==> src/rtl/msg_scroller_pkg.sv <==
`default_nettype none
// ============================================================================
// Module   : msg_scroller_pkg
// Purpose  : Shared types and constants for the message scroller: character
//            codes, FSM state encoding and the message ROM with its lengths.
// Revision : 1.0  initial release
// ============================================================================
package msg_scroller_pkg;

  typedef logic [3:0] char_t;

  // Character codes understood by the external character-to-segment decoders
  localparam char_t CH_H     = 4'h0;
  localparam char_t CH_I     = 4'h1;
  localparam char_t CH_T     = 4'h2;
  localparam char_t CH_B     = 4'h3;
  localparam char_t CH_U     = 4'h4;
  localparam char_t CH_S     = 4'h5;
  localparam char_t CH_W     = 4'h6;
  localparam char_t CH_N     = 4'h7;
  localparam char_t CH_L     = 4'h8;
  localparam char_t CH_O     = 4'h9;
  localparam char_t CH_E     = 4'hA;
  localparam char_t CH_P     = 4'hB;
  localparam char_t CH_BLANK = 4'hF;

  // Display geometry and ROM limits
  localparam int unsigned c_WINDOW  = 6;
  localparam int unsigned c_MAX_LEN = 8;

  // FSM state encoding
  localparam logic [1:0] IDLE   = 2'd0;
  localparam logic [1:0] LOAD   = 2'd1;
  localparam logic [1:0] SCROLL = 2'd2;
  localparam logic [1:0] DONE   = 2'd3;

  // Number of characters stored for each message (0 = unused slot)
  function automatic logic [3:0] msg_len(input logic [2:0] m);
    logic [3:0] len;
    case (m)
      3'd0:    len = 4'd3;
      3'd1:    len = 4'd4;
      3'd2:    len = 4'd3;
      3'd3:    len = 4'd4;
      3'd4:    len = 4'd4;
      default: len = 4'd0;
    endcase
    return len;
  endfunction

  // Character at position p of message m; blank beyond the message length.
  // Each message is packed first-character-in-the-MSBs, up to 8 characters.
  function automatic char_t msg_char(input logic [2:0] m, input logic [3:0] p);
    logic [31:0] w;
    logic [31:0] w_sh;
    char_t       c;
    case (m)
      3'd0:    w = {CH_H, CH_I, CH_T, {5{CH_BLANK}}};
      3'd1:    w = {CH_B, CH_U, CH_S, CH_T, {4{CH_BLANK}}};
      3'd2:    w = {CH_W, CH_I, CH_N, {5{CH_BLANK}}};
      3'd3:    w = {CH_L, CH_O, CH_S, CH_E, {4{CH_BLANK}}};
      3'd4:    w = {CH_P, CH_U, CH_S, CH_H, {4{CH_BLANK}}};
      default: w = {8{CH_BLANK}};
    endcase
    w_sh = w << {p, 2'b00};
    if (p < msg_len(m)) c = w_sh[31:28];
    else                c = CH_BLANK;
    return c;
  endfunction

endpackage : msg_scroller_pkg
`default_nettype wire

==> src/rtl/msg_scroller_if.sv <==
`default_nettype none
// ============================================================================
// Module   : msg_scroller_if
// Purpose  : Control and display bundle between a host and the scroller.
//            The master drives requests and reads the six character codes.
// Revision : 1.0  initial release
// ============================================================================
interface msg_scroller_if;
  import msg_scroller_pkg::*;

  logic       start;
  logic       stop;
  logic [2:0] msg_sel;
  char_t      char5;
  char_t      char4;
  char_t      char3;
  char_t      char2;
  char_t      char1;
  char_t      char0;
  logic       busy;
  logic       done;

  modport master (
    output start, stop, msg_sel,
    input  char5, char4, char3, char2, char1, char0, busy, done
  );

  modport slave (
    input  start, stop, msg_sel,
    output char5, char4, char3, char2, char1, char0, busy, done
  );

endinterface : msg_scroller_if
`default_nettype wire

==> src/rtl/msg_scroller_tick_gen.sv <==
`default_nettype none
// ============================================================================
// Module   : tick_gen
// Purpose  : Free-running divider that pulses tick on the last cycle of every
//            DIV-cycle period while enabled; clear restarts the period.
// Revision : 1.0  initial release
// ============================================================================
module tick_gen #(
  parameter int unsigned DIV = 12500000
) (
  input  logic clk,
  input  logic resetn,
  input  logic clear,
  input  logic en,
  output logic tick
);

  localparam int unsigned       CNT_W  = (DIV > 2) ? $clog2(DIV) : 1;
  localparam logic [CNT_W-1:0]  c_TERM = CNT_W'(DIV - 1);

  logic [CNT_W-1:0] r_cnt;
  logic             w_term;

  assign w_term = (r_cnt == c_TERM);
  assign tick   = en & w_term;

  // Count 0..DIV-1 while enabled, wrapping on the terminal count
  always_ff @(posedge clk or negedge resetn) begin
    if (!resetn) begin
      r_cnt <= '0;
    end else if (clear) begin
      r_cnt <= '0;
    end else if (en) begin
      if (w_term) r_cnt <= '0;
      else        r_cnt <= r_cnt + CNT_W'(1);
    end
  end

endmodule : tick_gen
`default_nettype wire

==> src/rtl/msg_scroller.sv <==
`default_nettype none
// ============================================================================
// Module   : msg_scroller
// Purpose  : Scrolls a ROM message right-to-left across six character
//            displays, one character per divider tick, optionally looping.
// Revision : 1.0  initial release
// ============================================================================
module msg_scroller
  import msg_scroller_pkg::*;
#(
  parameter int unsigned TICK_DIV = 12500000,
  parameter bit          LOOP     = 1'b0
) (
  input  logic           clk,
  input  logic           resetn,
  msg_scroller_if.slave  bus
);

  logic [1:0]       r_state;
  logic [2:0]       r_msg;
  logic [3:0]       r_len;
  logic [3:0]       r_pos;
  logic [5:0][3:0]  r_win;
  logic             r_busy;
  logic             r_done;

  logic             w_tick;
  logic             w_clear;
  logic             w_en;
  logic             w_last;
  char_t            w_next_char;

  // Divider restarts on LOAD (and on abort) so the first shift lands exactly
  // TICK_DIV cycles after SCROLL is entered.
  assign w_clear     = (r_state == LOAD) | bus.stop;
  assign w_en        = (r_state == SCROLL);
  // A pass is L message characters followed by six blanks to clear the window
  assign w_last      = (r_pos == (r_len + 4'd5));
  assign w_next_char = msg_char(r_msg, r_pos);

  tick_gen #(
    .DIV (TICK_DIV)
  ) u_tick_gen (
    .clk    (clk),
    .resetn (resetn),
    .clear  (w_clear),
    .en     (w_en),
    .tick   (w_tick)
  );

  // Control FSM plus the registered display window and status flags
  always_ff @(posedge clk or negedge resetn) begin
    if (!resetn) begin
      r_state <= IDLE;
      r_msg   <= 3'd0;
      r_len   <= 4'd0;
      r_pos   <= 4'd0;
      r_win   <= {6{CH_BLANK}};
      r_busy  <= 1'b0;
      r_done  <= 1'b0;
    end else if (bus.stop) begin
      r_state <= IDLE;
      r_win   <= {6{CH_BLANK}};
      r_busy  <= 1'b0;
      r_done  <= 1'b0;
    end else begin
      case (r_state)
        IDLE: begin
          r_win  <= {6{CH_BLANK}};
          r_done <= 1'b0;
          if (bus.start) begin
            r_state <= LOAD;
            r_busy  <= 1'b1;
          end else begin
            r_busy  <= 1'b0;
          end
        end
        LOAD: begin
          r_msg   <= bus.msg_sel;
          r_len   <= msg_len(bus.msg_sel);
          r_pos   <= 4'd0;
          r_win   <= {6{CH_BLANK}};
          r_state <= SCROLL;
        end
        SCROLL: begin
          if (w_tick) begin
            r_win <= {r_win[4:0], w_next_char};
            if (w_last) begin
              if (LOOP) begin
                r_pos <= 4'd0;
              end else begin
                r_state <= DONE;
                r_busy  <= 1'b0;
                r_done  <= 1'b1;
              end
            end else begin
              r_pos <= r_pos + 4'd1;
            end
          end
        end
        DONE: begin
          r_win   <= {6{CH_BLANK}};
          r_done  <= 1'b0;
          r_busy  <= 1'b0;
          r_state <= IDLE;
        end
        default: begin
          r_state <= IDLE;
          r_win   <= {6{CH_BLANK}};
          r_busy  <= 1'b0;
          r_done  <= 1'b0;
        end
      endcase
    end
  end

  assign bus.char5 = r_win[5];
  assign bus.char4 = r_win[4];
  assign bus.char3 = r_win[3];
  assign bus.char2 = r_win[2];
  assign bus.char1 = r_win[1];
  assign bus.char0 = r_win[0];
  assign bus.busy  = r_busy;
  assign bus.done  = r_done;

endmodule : msg_scroller
`default_nettype wire
==> src/flat_wrapper.sv <==
// flat-port wrapper written by rule: the top's interface ports become plain ports
module msg_scroller_flat import msg_scroller_pkg::*;
#(
  parameter int unsigned TICK_DIV = 12500000,
  parameter bit          LOOP     = 1'b0
)
  (clk, resetn, bus_start, bus_stop, bus_msg_sel, bus_char5, bus_char4, bus_char3, bus_char2, bus_char1, bus_char0, bus_busy, bus_done);
  msg_scroller_if bus_i ();
  input  logic clk;
  input  logic resetn;
  input wire logic [$bits(bus_i.start)-1:0] bus_start;
  input wire logic [$bits(bus_i.stop)-1:0] bus_stop;
  input wire logic [$bits(bus_i.msg_sel)-1:0] bus_msg_sel;
  output wire logic [$bits(bus_i.char5)-1:0] bus_char5;
  output wire logic [$bits(bus_i.char4)-1:0] bus_char4;
  output wire logic [$bits(bus_i.char3)-1:0] bus_char3;
  output wire logic [$bits(bus_i.char2)-1:0] bus_char2;
  output wire logic [$bits(bus_i.char1)-1:0] bus_char1;
  output wire logic [$bits(bus_i.char0)-1:0] bus_char0;
  output wire logic [$bits(bus_i.busy)-1:0] bus_busy;
  output wire logic [$bits(bus_i.done)-1:0] bus_done;
  assign bus_i.start = bus_start;
  assign bus_i.stop = bus_stop;
  assign bus_i.msg_sel = bus_msg_sel;
  assign bus_char5 = bus_i.char5;
  assign bus_char4 = bus_i.char4;
  assign bus_char3 = bus_i.char3;
  assign bus_char2 = bus_i.char2;
  assign bus_char1 = bus_i.char1;
  assign bus_char0 = bus_i.char0;
  assign bus_busy = bus_i.busy;
  assign bus_done = bus_i.done;
  msg_scroller #(.TICK_DIV(TICK_DIV), .LOOP(LOOP)) u_core (.clk(clk), .resetn(resetn), .bus(bus_i));
endmodule
==> config.mk <==
export PLATFORM = sky130hd
export DESIGN_NAME = msg_scroller_flat
export DESIGN_NICKNAME = d
export VERILOG_FILES = /design/src/rtl/msg_scroller_pkg.sv /design/src/rtl/msg_scroller_if.sv /design/src/rtl/msg_scroller_tick_gen.sv /design/src/rtl/msg_scroller.sv /design/src/flat_wrapper.sv
export SDC_FILE = /design/constraint.sdc
export NUM_CORES = 1
export LEC_CHECK = 0
export CORE_ASPECT_RATIO = 1.2
export CORE_MARGIN = 1
export CORE_UTILIZATION = 50
export DETAILED_ROUTE_END_ITERATION = 10
export PLACE_DENSITY_LB_ADDON = 0.25
export SLEW_MARGIN = 0
export SYNTH_ARGS = -nofsm -noshare
export SYNTH_HDL_FRONTEND = slang
export SYNTH_SLANG_ARGS = --single-unit
==> constraint.sdc <==
create_clock -name clk -period 3.06 [get_ports clk]
set_clock_uncertainty 0.15 [all_clocks]
set_input_delay 0.306 -clock clk [delete_from_list [all_inputs] [get_ports clk]]
set_output_delay 0.306 -clock clk [all_outputs]
set_load 0.03 [all_outputs]
==> results of run 1 <==
-- cells in the final DEF (no fill, tap or decap), types with 3 or more instances in the layout --
master           count
a211oi_1             3
a21o_1               4
a21oi_1             23
a21oi_2              9
a22o_1               6
a31oi_1              7
a41oi_1              3
and3_1               4
and4_1               3
buf_4                6
clkbuf_8             9
clkdlybuf4s50_1     31
dfrtp_1             37
dfstp_2             24
ha_1                11
inv_1               12
inv_6                4
mux2_2               6
nand2_1             16
nand2b_1             4
nand3_1             15
nand4_1             11
nor2_1              73
nor3_1               8
nor4_1               4
o21ai_0             14
or2_2                4
xnor2_1              7
xor2_1               6
-- flip-flops by register name (all words and copies together) (netlist names), 3 cells and up --
signal                   flops
u_core.u_tick_gen.r_cnt     24
u_core.bus.char0             4
u_core.bus.char1             4
u_core.bus.char2             4
u_core.bus.char3             4
u_core.bus.char4             4
u_core.bus.char5             4
u_core.r_pos                 4
u_core.r_msg                 3
-- what timing repair did --
action,4_1_cts,5_1_grt
setup buffers,0,0
hold endpoints to repair,11,0
hold buffers,1,0
-- where the power goes --
part	total (W)	switching, W	internal (W)
registers	0.000961	0.0000887	0.000872
logic	0.000704	0.000430	0.000274
clock network	0.000715	0.000360	0.000355
-- final cells by class --
class                   count  area share
flip-flops and latches     61       0.381
repair buffers             39      0.0907
well taps                  87      0.0267
inverters                  12      0.0110
multi-input cells         281       0.442
clock buffers              10      0.0365
clock inverters             6      0.0119
-- layer usage --
metal | global-route usage | vias to the layer above | wire (µm)
met5 | 0 | - | 0
met4 | 0.114 | 0 | 137
met3 | 0.0398 | 14 | 241
met2 | 0.371 | 62 | 3830
met1 | 0.277 | 1405 | 3430
li1 | - | 1415 | -
-- cell families after synthesis --
logic type | after synthesis
mux | 8
flops | 61
compound gates | 89
xor+xnor | 13
simple gates | 160
fa+ha+maj | 11
buf+inv | 35
-- path summary, 6_finish.rpt --
| check | endpoint | cells past startpoint | from | slack [ns] |
|---|---|---|---|---|
| worst max-delay path | u_core.u_tick_gen.r_cnt[20] | 6 | u_core.r_state[0] | 0.53 |
| worst min-delay path | u_core.r_len[2] | 2 | u_core.r_len[2] | 0.35 |
| worst max register to register | u_core.u_tick_gen.r_cnt[20] | 6 | u_core.r_state[0] | 0.53 |
| worst min register to register | u_core.r_len[2] | 2 | u_core.r_len[2] | 0.35 |
| max in group asynchronous | u_core.bus.char2[0] | 3 | resetn | 1.51 |
| min in group asynchronous | u_core.r_state[1] | 2 | resetn | 0.36 |
-- critical path, stage by stage (launching register included) --
cell and delay, ns:
dfrtp_1 0.41, inv_1 0.14, ha_1 0.50, nand2b_1 0.20, a211oi_2 0.62, o21ai_0 0.22, a31oi_1 0.21
-- through the flow --
step	instance area, µm²	setup slack [ns]
2_1_floorplan	3520	0.853
3_3_place_gp	3880	0.655
3_5_place_dp	3880	0.542
4_1_cts	4080	0.534
5_1_grt	4080	0.260
6_report	4080	0.534
==> impl_metrics.toml, run 1 <==
[clock_tree]
cts_tree = "done"
clk_pin_slew_ns = 0.08
cts_sinks = 61
cts_max_path_buffers = 2
cts_buffers = 9
cts-root-buf = "clkbuf_8"
clk_latency_ns = 0.35
htree_levels = 3
cts-resized-gates = 0

[synth]
dominantRegCellSynth = "dfrtp_1"
synthMuxAreaShare = 0.0252
synth_common_cells = "nor2_1 (73), dfrtp_1 (37), dfstp_2 (24), a21oi_1 (23), nand2_1 (16)"
ys_ff_latch = 61
yosysTopAreaCellShare = 0.263
yosysTopAreaCell = "dfrtp_1"
synth_top_family_by_area = "simple AND/OR/NAND/NOR gates"
synth.distinct_cells = 61
synth-simple-area-share = 0.240
synthXorXnorAreaFrac = 0.0323
synth_compound_area_frac = 0.176
yosys_warnings = 0
netlist_instances = 377
syn_nets = 395
synth.most_common_cell = "nor2_1"
synth_seq_area_share = 0.442
synth-edff-count = 0
avgSynthCellArea_um2 = 9.35
ys_top_cells_by_area = "dfrtp_1 (26%), dfstp_2 (18%), nor2_1 (7.8%)"
synthAdderAreaFrac = 0.0390
syn-cell-area_um2 = 3520
ys_async_sr_fraction = 1.00

[floorplanning]
ios = 33
start_util = 0.517
core_um2 = 6810
die_w_um = 78.6
core.rowCount = 33
die_area_um2 = 7390
dieHeight_um = 94.0

[power]
power.total_w = 0.00238
power.density_nw_per_um2 = 583
power_leakage_nw = 1.60
ir_drop_mv = 0.280

[routing]
drt-vias-per-instance = 5.84
routed_wl_mm = 7.64
wl_per_cell_um = 15.4
vias = 2896
drc = 0
drtIter0Drc = 147
first_pass_iters = 4
ant_nets = 0

[place]
dp_cells = 479
port_buffers = 32
dp_hpwl_mm = 5.39
place_congestion = 0.958

[sta]
min_period_over_period = 0.825
setup_violations = 0
drv_slew = 0
hold_viol = 0
fmax_ghz = 0.396
fin_hold_ws_ns = 0.346
slew_headroom = 0.505
tightestPinTransition_ns = 0.741
min_period_ns = 2.53
finalSetupTns_ns = 0
rsz0062_at_grt = "false"

[cells_and_area]
final_cells = 496
nets = 422
final_core_util = 0.599
regArea_um2 = 1560
diodes = 0
drive_gt1_frac = 0.193
nFillCells = 560
area_growth_pct = 15.9
multi_input_area_um2 = 1810

[worst_setup_path]
crit_fanout = 15
crit_arrival_ns = 2.64
startpoint_type = "register"
critPathCaptureType = "register"
path_class = "register to register"
required_ns = 3.17

[global_route]
antenna_found_initial = 0
grt_max_degree = 35
grt_first_pass_wirelength_mm = 12.8
gr-total-overflow = 0
grtUsageTotal = 0.223
grt_pass1_vias = 2784

[hold_path]
hp-class = "register to register"

[flow_run]
maxCapViolCount = 0

[run_status]
status = "finished, final reports clean"
No activity file was read; power rests on OpenSTA's default activity.
==> run 2, diff against run 1 <==
clock period = 2.1 ns   (was 3.06 ns; I/O delays follow)
==> impl_metrics.toml, run 2 (synthesis gave the netlist of run 1 again) <==
[floorplanning]
die_w_um = 78.6
dieHeight_um = 94.0
die_area_um2 = 7390
core.rowCount = 33
core_um2 = 6810
start_util = 0.517
ios = 33

[cells_and_area]
diodes = 0
final_core_util = 0.665
regMostFlops = "u_core.u_tick_gen.r_cnt"
nets = 460
layout_common_cells = "nor2_1 (73), buf_4 (37), dfrtp_1 (37)"
drive_gt1_frac = 0.298
final_area_um2 = 4530
largest_reg_flops = 24
area_growth_pct = 28.6
layout_commonest_cell = "nor2_1"

[power]
power_leakage_nw = 1.85
swShare = 0.356
p_comb_frac = 0.380
seq_power_share = 0.356
power.total_w = 0.00380
power.switching_w = 0.00135
ir_drop_mv = 0.477
p_int_w = 0.00245
power.share.clock = 0.264
power.density_nw_per_um2 = 838

[clock_tree]
clk_pin_slew_ns = 0.08
cts-root-buf = "clkbuf_8"
htree_levels = 3
cts_buffers = 9
clk_latency_ns = 0.35
cts_sinks = 61
cts_max_path_buffers = 2
cts_tree = "done"

[place]
place_ws_ns = -0.0172
port_buffers = 32
placed_area_um2 = 4160
dp_hpwl_mm = 5.96
place_congestion = 0.882

[worst_setup_path]
crit_start = "u_core.r_len[2]"
crit_fanout = 3
r2r_start = "u_core.r_len[2]"
worstReg2RegEnd = "u_core.r_pos[2]"
rrSetupSlack_ns = 0.007
critPathCaptureType = "register"
path_class = "register to register"
cp_slowest_stage_delay_ns = 0.54
required_ns = 2.19
worstPathCellList = "inv_2 > ha_4 > xnor2_2 > or4_4 > nand4_1 > mux2_4 > a22o_1"
r2r_cells = 7
crit_arrival_ns = 2.18
crit_slowest_cell = "or4_4"
startpoint_type = "register"

[sta]
rsz0062_at_grt = "true"
setup_violations = 0
slew_headroom = 0.667
setup_slack_ns = 0.00719
hold_viol = 0
fmax_ghz = 0.478
drv_slew = 0
tightestPinTransition_ns = 0.500
finalSetupTns_ns = 0
min_period_over_period = 0.997
min_period_ns = 2.09

[global_route]
gr-total-overflow = 0
grtUsageTotal = 0.241
grt_first_pass_wirelength_mm = 13.6
antenna_found_initial = 0
grt_max_degree = 46
grt_pass1_vias = 2929

[routing]
routed_wl_mm = 8.47
vias = 3032
drt-vias-per-instance = 5.68
ant_nets = 0
first_pass_iters = 4
wl_per_cell_um = 15.9
drtIter0Drc = 210
drc = 0

[run_status]
status = "finished, final reports clean"

[hold_path]
hp-class = "input pin to async pin"

[flow_run]
maxCapViolCount = 0
## run 2: changes by cell type in the layout (fill, tap and decap cells not counted), sizes merged
cell,before,now
buf,7,42
clkbuf,10,13
clkinv,0,2
inv,17,15
## run 2: critical path, delay by kind of cell (launching register included)
| kind | cells | cell delay, ns |
|---|---|---|
| AOI/OAI and AO/OA | 1 | 0.17 |
| xor gates and xnor gates | 1 | 0.13 |
| adders and majority gates | 1 | 0.16 |
| buffers and inverters | 1 | 0.05 |
| DFF | 1 | 0.37 |
| muxes | 1 | 0.30 |
| and+or+nand+nor | 2 | 0.66 |
## run 2: layout make-up
cell class	instances	area (µm²)
timing repair buffer	77	749
inverter	12	45.0
multi-input combinational	281	1880
fill	539	2280
sequential	61	1560
clock buffer	10	149
tap	87	109
clock inverter	6	42.5
## run 2: power by group through the flow
stage / logic, W / registers [W] / clock network, W
after floorplan: 0.000808 / 0.00139 / 0
after global placement: 0.00122 / 0.00136 / 0
after detailed placement: 0.00126 / 0.00137 / 0
after CTS: 0.00131 / 0.00135 / 0.00102
after global routing: 0.00158 / 0.00137 / 0.00108
final: 0.00145 / 0.00135 / 0.00100
## run 2: through the flow
| stage | hold WS, ns | cells |
|---|---|---|
| floorplan | -0.236 | 377 |
| global route | 0.246 | 534 |
| detailed placement | 0.0505 | 513 |
| global placement | 0.0418 | 513 |
| CTS | 0.207 | 530 |
| finish | 0.210 | 534 |
## run 2: how the worst max path moves through the flow
| stage | endpoint | cells after the start | slack [ns] |
|---|---|---|---|
| 5_1_grt | u_core.r_pos[2] | 7 | -0.05 |
| 3_5_place_dp | u_core.r_pos[2] | 7 | -0.02 |
| 6_report | u_core.r_pos[2] | 7 | 0.007 |
| 3_3_place_gp | u_core.r_pos[2] | 7 | 0.01 |
| 2_1_floorplan | u_core.r_pos[2] | 7 | 0.009 |
| 4_1_cts | u_core.r_pos[2] | 7 | 0.0009 |
## run 2: metal layers
metal / vias up / global-route usage / routed length, µm
li1: 1493 / - / -
met1: 1472 / 0.287 / 3680
met2: 54 / 0.409 / 4350
met3: 13 / 0.0524 / 283
met4: 0 / 0.116 / 151
met5: - / 0 / 0
## run 2: timing repair
action,4_1_cts,5_1_grt
setup endpoints to repair,2,38
buffers inserted,0,1
hold buffers,1,0
resized for setup,4,14
cloned,0,3
pin swaps,0,2
endpoints found under the hold margin,9,0
